$ cat config.mk
export PLATFORM = sky130hd
export DESIGN_NAME = spk_send
export DESIGN_NICKNAME = d
export VERILOG_FILES = /design/src/rtl/spk_pkg.sv /design/src/rtl/spk_sample_buf.sv /design/src/rtl/spk_send.sv
export SDC_FILE = /design/constraint.sdc
export NUM_CORES = 1
export LEC_CHECK = 0
export ABC_AREA = 1
export BUFFER_PORTS_ARGS = -buffer_cell sky130_fd_sc_hd__buf_4
export CAP_MARGIN = 5
export CELL_PAD_IN_SITES_DETAIL_PLACEMENT = 0
export CELL_PAD_IN_SITES_GLOBAL_PLACEMENT = 1
export CORE_MARGIN = 4
export CORE_UTILIZATION = 40
export CTS_BUF_LIST = sky130_fd_sc_hd__clkbuf_16
export DETAILED_ROUTE_END_ITERATION = 7
export GPL_TIMING_DRIVEN = 0
export HOLD_SLACK_MARGIN = 0.02
export PLACE_DENSITY = 0.72
export SLEW_MARGIN = 30
export SYNTH_ARGS = -nofsm -noshare
export SYNTH_HDL_FRONTEND = slang
export SYNTH_SLANG_ARGS = --single-unit
$ cat constraint.sdc
create_clock -name clk -period 5.59 [get_ports clk]
set_input_delay 1.118 -clock clk [delete_from_list [all_inputs] [get_ports clk]]
set_output_delay 1.118 -clock clk [all_outputs]
set_load 0.02 [all_outputs]
$ cat src/rtl/spk_pkg.sv
// Shared constants and FSM state encodings for the I2S speaker/microphone paths.
package spk_pkg;

  localparam int unsigned DATA_W_DEF = 24;
  localparam int unsigned SLOT_W_DEF = 32;
  localparam int unsigned FRAME_BITS = 2 * SLOT_W_DEF;

  localparam logic [1:0] IDLE = 2'd0;
  localparam logic [1:0] LOW  = 2'd1;
  localparam logic [1:0] HIGH = 2'd2;

  typedef logic [DATA_W_DEF-1:0] sample_t;

endpackage

$ cat src/rtl/spk_sample_buf.sv
// One-entry valid/ready holding register; a frame load empties it.
module spk_sample_buf
  import spk_pkg::*;
#(
  parameter int unsigned DATA_W = DATA_W_DEF
) (
  input  logic              clk,
  input  logic              rst,
  input  logic [DATA_W-1:0] in,
  input  logic              in_valid,
  output logic              in_ready,
  input  logic              load,
  output logic              full,
  output logic [DATA_W-1:0] data
);

  logic accept;
  logic full_nx;

  // An accept can only coincide with a load when the buffer is already empty.
  always_comb begin
    accept  = in_valid && in_ready;
    full_nx = full;
    if (load)   full_nx = 1'b0;
    if (accept) full_nx = 1'b1;
  end

  always_ff @(posedge clk or posedge rst) begin
    if (rst) begin
      full     <= 1'b0;
      in_ready <= 1'b1;
      data     <= '0;
    end else begin
      full     <= full_nx;
      in_ready <= !full_nx;
      if (accept) data <= in;
    end
  end

endmodule

$ cat src/rtl/spk_send.sv
// I2S master transmitter, mono sample repeated in both slots, MSB-first.
// Define SPK_UNDERRUN_HOLD_EN to repeat the previous sample on underrun instead of silence.
module spk_send
  import spk_pkg::*;
#(
  parameter int unsigned DATA_W = DATA_W_DEF,
  parameter int unsigned SLOT_W = SLOT_W_DEF
) (
  input  logic              clk,
  input  logic              rst,
  input  logic              enable,
  input  logic              tick,
  input  logic [DATA_W-1:0] in,
  input  logic              in_valid,
  output logic              in_ready,
  output logic              frame_start,
  output logic              underrun,
  output logic              sck,
  output logic              ws,
  output logic              sd
);

  localparam int unsigned FRAME_W = 2 * SLOT_W;
  localparam int unsigned CNT_W   = $clog2(FRAME_W);

  logic [1:0]        state, state_nx;
  logic [CNT_W-1:0]  cnt, cnt_nx, slot_pos;
  logic [DATA_W-1:0] shifter, shift_nx;
  logic [DATA_W-1:0] frame, frame_nx;
  logic              load;
  logic              buf_full;
  logic [DATA_W-1:0] buf_data;

  spk_sample_buf #(.DATA_W(DATA_W)) u_buf (
    .clk      (clk),
    .rst      (rst),
    .in       (in),
    .in_valid (in_valid),
    .in_ready (in_ready),
    .load     (load),
    .full     (buf_full),
    .data     (buf_data)
  );

  always_comb begin
    state_nx = state;
    cnt_nx   = cnt;
    shift_nx = shifter;
    frame_nx = frame;
    load     = 1'b0;
    if (!enable) begin
      state_nx = IDLE;
      cnt_nx   = '0;
    end else begin
      case (state)
        IDLE: if (tick) begin
          load     = 1'b1;
          cnt_nx   = '0;
          state_nx = LOW;
        end
        LOW: if (tick) state_nx = HIGH;
        HIGH: if (tick) begin
          state_nx = LOW;
          if (cnt == CNT_W'(FRAME_W - 1)) begin
            load   = 1'b1;
            cnt_nx = '0;
          end else begin
            cnt_nx = cnt + CNT_W'(1);
            // Right slot restarts from the held frame sample, not the drained shifter.
            if (cnt_nx == CNT_W'(SLOT_W)) shift_nx = frame;
            else                          shift_nx = {shifter[DATA_W-2:0], 1'b0};
          end
        end
        default: begin
          state_nx = IDLE;
          cnt_nx   = '0;
        end
      endcase
    end
    if (load) begin
      if (buf_full) begin
        frame_nx = buf_data;
      end else begin
`ifdef SPK_UNDERRUN_HOLD_EN
        frame_nx = frame;
`else
        frame_nx = '0;
`endif
      end
      shift_nx = frame_nx;
    end
  end

  assign slot_pos = (cnt >= CNT_W'(SLOT_W)) ? cnt - CNT_W'(SLOT_W) : cnt;

  always_ff @(posedge clk or posedge rst) begin
    if (rst) begin
      state       <= IDLE;
      cnt         <= '0;
      shifter     <= '0;
      frame       <= '0;
      frame_start <= 1'b0;
      underrun    <= 1'b0;
      sck         <= 1'b0;
      ws          <= 1'b0;
      sd          <= 1'b0;
    end else begin
      state       <= state_nx;
      cnt         <= cnt_nx;
      shifter     <= shift_nx;
      frame       <= frame_nx;
      frame_start <= load;
      underrun    <= load && !buf_full;
      // Pins follow the current internal state one clk later.
      sck         <= (state == HIGH);
      ws          <= (state != IDLE) && (cnt >= CNT_W'(SLOT_W));
      sd          <= (state != IDLE) && shifter[DATA_W-1] && (slot_pos < CNT_W'(DATA_W));
    end
  end

endmodule

Word-level counts from Yosys, hierarchy flattened

Cells that the tools add are included.

Register bits after elaboration: 87
Bits of input ports: 29
Output and inout bits: 6
Word-level logic and storage cells: 66

Add/sub/neg operators: 2
$lt $le $gt $ge: 2
Equality and inequality tests: 10
Mux-type cells: 24
Reduce and logical (&&, ||, !) cells: 16

Operator list:

| operator            | count |
|---|---|
| $mux 24             | 7 |
| $mux 6              | 5 |
| $pmux 6 s3          | 1 |
| $eq 6x6->1 const B  | 2 |
| $ne 3x3->1 const B  | 3 |
| $reduce_bool 2->1   | 4 |
| $add 6x1->6 const B | 1 |
| $ge 6x6->1 const B  | 1 |
| $lt 6x5->1 const B  | 1 |
| $mux 1              | 6 |
| $mux 2              | 3 |
| $sub 6x6->6 const B | 1 |
| $logic_and 1x1->1   | 5 |
| $ne 2x2->1 const B  | 2 |
| $pmux 2 s2          | 1 |
| $reduce_and 4->1    | 1 |
| $ne 3x2->1 const B  | 1 |
| $reduce_and 3->1    | 1 |
| $eq 2x1->1 const B  | 1 |
| $eq 2x2->1 const B  | 1 |
| $logic_not 1->1     | 2 |
| $logic_not 2->1     | 1 |
| $pmux 1 s2          | 1 |
| $reduce_and 2->1    | 1 |
| $reduce_or 2->1     | 1 |

Depth between registers and ports, before layout

Depth in word-level cells: 8
Mapped depth: 11

Hierarchy

A second synthesis with hierarchy kept.

Cells, all modules: 499
Area total of the unflattened synthesis: 4191.5 µm²

Modules (own cells, without submodules):

| module         | instances | cells each | area each (µm²) |
|---|---|---|---|
| spk_send       | 1         | 386        | 3096.7 |
| spk_sample_buf | 1         | 113        | 1094.8 |

Least setup slack after synthesis

Ideal clock, no wire load.

Kind: input-to-reg
Start point: input tick
End point: register shifter[1]
Data arrival time: 2.030 ns
Data required time: 5.467 ns
Setup slack: 3.437 ns
Cell stages on the path: 6
Path buffers: 1
Path through: inv_2 nor3_4 inv_2 clkbuf_1 a31oi_1 a21oi_1

Cells in the longest elaborated chain, start to end: 5

Ends and longest elaborated chain:

| what                                                             | RTL line                       | source |
|---|---|---|
| start: declaration                                               | spk_send.sv:12                 | `input logic tick,` |
| $mux 1, on equally long branches                                 | spk_send.sv:62, spk_send.sv:56 |  |
| $pmux 1 s2                                                       | spk_send.sv:55                 | `case (state)` |
| $mux 1                                                           | spk_send.sv:51                 | `if (!enable) begin` |
| $ne 2x2->1 (no line) / $reduce_bool 2->1 (equally long branches) | --                             |  |
| $reduce_and 4->1 (no line)                                       | --                             |  |
| end signal: assignment                                           | spk_send.sv:110                | `shifter <= shift_nx;` |
| end: declaration                                                 | spk_send.sv:28                 | `logic [DATA_W-1:0] shifter, shift_nx;` |

Several ways; a longest one is shown, not always the timed one.
A chain may end at the register's enable or synchronous reset.

Worst setup path after layout

Start point: input tick
End point: register shifter[17]

The elaborated chain is that of the path after synthesis.

==> results <==
- The run finished with clean final reports.
- Synthesis instantiated 28 different standard cells from the library.
- The number of antenna violations at the first check in global routing is 0.
- Measured against its own limit, the worst slew margin works out to 0.608.
- The final non-filler cell area is between 4000 and 5000 um2.
- The clock root buffer is clkbuf_16.
- The number of buffers added to fix hold violations after cts is 0.
- The first-iteration detailed-routing DRC count is between 200 and 250.
- The number of placed I/O pins is 35.
- The area share of and/or/nand/nor cells after synthesis is 0.201.
- The total number of vias is roughly 3300.
- The Yosys step of the flow raised 0 warnings.
- The maximum buffer depth of the clock tree is 2.
- The maximum fanout count along the critical path is 10.
- The signal on the critical path passes through buf_4 > inv_2 > nor3_4 > inv_2 > clkbuf_1 > a31oi_1 > a21oi_1.
- The share of the clock period used by the worst path after layout is 0.411.
- Data arrives at the worst endpoint at roughly 2500 ps.
- The standby leakage power is about 2.4 nW.
- The detailed-placement wirelength estimate is between 6000 and 7000 um.
- The count of pins over their slew limit was 0.
- The clock tree from TritonCTS is yes.
- Buffers added to address setup during post-CTS repair amount to 0.
- The synthesized-area fraction occupied by ao, oa, aoi and oai cells is 0.153.
- After synthesis the netlist holds a flip-flop and latch count of 87.
- The number of placement rows is 36.
- The global-route usage over all layers is 0.181.
- The type of element capturing the critical path is a register.
- Gates resized during post-CTS repair numbered 0.
- The total overflow left after global routing is 0.
- The floorplan step set the die height to about 110 um.
- The largest family of logic cells by synthesized area is simple AND/OR/NAND/NOR gates.
- The most numerous cell type found on the critical path is inv_2.
- The number of nets in the synthesized netlist is 506.
- The area after detailed placement is around 4500 um2.
- The number of input and output port buffers inserted is 34.
- Across the routed clock network, the largest skew measured is approximately 8.0 ps.
- The first-pass GRT wire length is 16700 um.
- The initial utilization of the core area, before any placement, comes to 0.414.
- Max-cap violations in this run came to 0.
- The kind of path behind the tightest hold check is reg2reg.
- The clock buffer count from CTS is 9.
- Summing internal, switching and leakage power gives around 2.1 mW.
- The slowest stage of the critical path is the nor3_4 cell.
- The critical path class is in2reg.
- The share of the synthesized netlist area taken by xor and xnor gates is 0.
- Measured along the x axis, the die boundary spans 109 um.
- The pre-antenna-repair detailed-routing pass consisted of 4 iterations.
- The number of H-tree levels is 3.
- The final-report setup violation count is 0.
- The placer's final routability congestion estimate is 0.809.
- The worst setup path is launched from a primary input.
- In the final routed layout, each cell accounts on average for 14.9 um.
- At the end of the flow, the number of nets in the layout was 552.
- Static timing analysis puts the maximum clock frequency at between 400 and 500 MHz.
- The number of design rule violations left after detail routing is 0.
- The sequential element share of the synthesized area is 0.534.
- The power per cell area is approximately 440 nW/um2.
- The insertion delay of the later-clocked pin in the worst-skew pair is 330 ps.
- Entering global routing, the biggest net connects 50 pins.
- The utilization after layout is 0.488.
- Setup repair after global routing left no endpoint under its margin.
- The data required time at the worst endpoint is around 5800 ps.
- The setup total negative slack is 0 ps.
- Wires add up to between 9000 and 10000 um.
- The number of hold-slack violations in the final timing report is 0.
- The number of nets still failing antenna checks after routing is 0.
- The post-synthesis instance area is roughly 4100 um2.
- The core region area is roughly 9900 um2.
- The mean number of vias per cell is 4.99.
- The routed design could run at a clock period as short as between 2000 and 2500 ps.
- After clock tree synthesis, the clock-pin slew on the worst setup and hold paths is 60 ps.
- The number of clock sinks seen by CTS is 87.
- The die footprint is between 10000 and 15000 um2.
- The number of global-route vias before repair is 3340.
- The worst hold slack after final layout is a little under 500 ps.
- After synthesis, the mean cell area works out to 8.60 um2.
- The count of inserted antenna diode cells is 0.
- The area growth from synthesis to layout is 18.0%.
- VDD sags by at most 154 uV.
- The mux contribution to synthesized area is 0.
- The synthesized instance count is around 480.
- At the pin with the least slew margin, the transition time is roughly 590 ps.
- In the final layout, the share of cells above drive strength 1 is 0.171.
- The worst stage delay on the critical path is roughly 440 ps.
- Of the total synthesized cell area, the portion taken by full adders, half adders and majority gates is 0.00613.
-- power by group --
group / internal (mW) / switching (mW)
registers: 0.863 / 0.111
logic: 0.217 / 0.342
clock network: 0.339 / 0.238
total: 1.42 / 0.691
-- critical path: cells and delay by family --
family          cells  cell delay, ps
buf+inv             4             610
simple gates        1             440
compound gates      2             330
-- kinds of logic after synthesis --
kind of cell | after synthesis
fa+ha+maj | 2
simple gates | 180
buf+inv | 105
flops | 87
compound gates | 101
-- stage by stage --
stage	std cells	setup WS (ps)
finish	659	3290
CTS	659	3270
global route	659	3110
detailed placement	643	2940
global placement	642	1040
floorplan	475	2220
-- final cells by class --
cell class	count	area, um2
Fill cell	970	5050
Sequential cell	87	2180
Multi-Input combinational cell	283	1470
Inverter	78	298
Timing Repair Buffer	35	283
Clock buffer	9	225
Tap cell	133	166
Buffer	27	143
Clock inverter	7	55.1
-- cells in the final DEF (no fill, tap or decap), types with 2 or more instances in the layout --
master	Yosys	layout
nand3_1	59	59
o21ai_0	30	30
buf_4	1	35
clkinv_1	0	3
nand2_2	3	3
ha_1	2	2
a21oi_1	27	27
nand3_2	2	2
nor2_1	31	31
buf_6	3	3
o21ai_1	2	2
a31oi_1	25	25
nand2_1	77	77
o22ai_1	5	5
buf_2	12	12
clkbuf_1	10	10
nand2_4	3	3
inv_1	75	75
inv_2	3	3
clkinv_2	0	2
o22ai_2	10	10
dfrtp_1	86	86
clkbuf_16	0	9
nand4_1	2	2
-- registers in the layout, summed over array words and instances (netlist names) --
name            cells
cnt                 6
frame              24
frame_start         1
sck                 1
sd                  1
shifter            24
state               2
u_buf.data         24
u_buf.full          1
u_buf.in_ready      1
underrun            1
ws                  1
-- synthesized netlist by cell type, drive strengths merged --
cell type | instances | area share
ha | 2 | 0.0061
dfrtp | 86 | 0.53
nand4 | 2 | 0.0031
nand2 | 83 | 0.084
nor3 | 1 | 0.0040
dfstp | 1 | 0.0064
inv | 78 | 0.072
a21oi | 27 | 0.033
nor2 | 33 | 0.033
a22oi | 1 | 0.0018
o21ai | 33 | 0.041
buf | 17 | 0.026
clkbuf | 10 | 0.0092
nand3 | 61 | 0.077
a31oi | 25 | 0.038
o22ai | 15 | 0.038
-- routing by layer --
layer,part of all wire,global-route usage
met1,0.47,0.255
met2,0.47,0.284
met3,0.041,0.0213
met4,0.013,0.0739
met5,0,0
-- final timing paths --
check,startpoint,to,slack [ps],cells after the start
max,tick,shifter[17],3290,7
min,frame[0],frame[0],490,2
max reg2reg,cnt[0],shifter[17],3700,10
min reg2reg,frame[0],frame[0],490,2
max in group asynchronous,rst,u_buf.in_ready,4200,3
min in group asynchronous,rst,frame[1],770,2
Note: power is estimated with default switching activity, not from simulation.
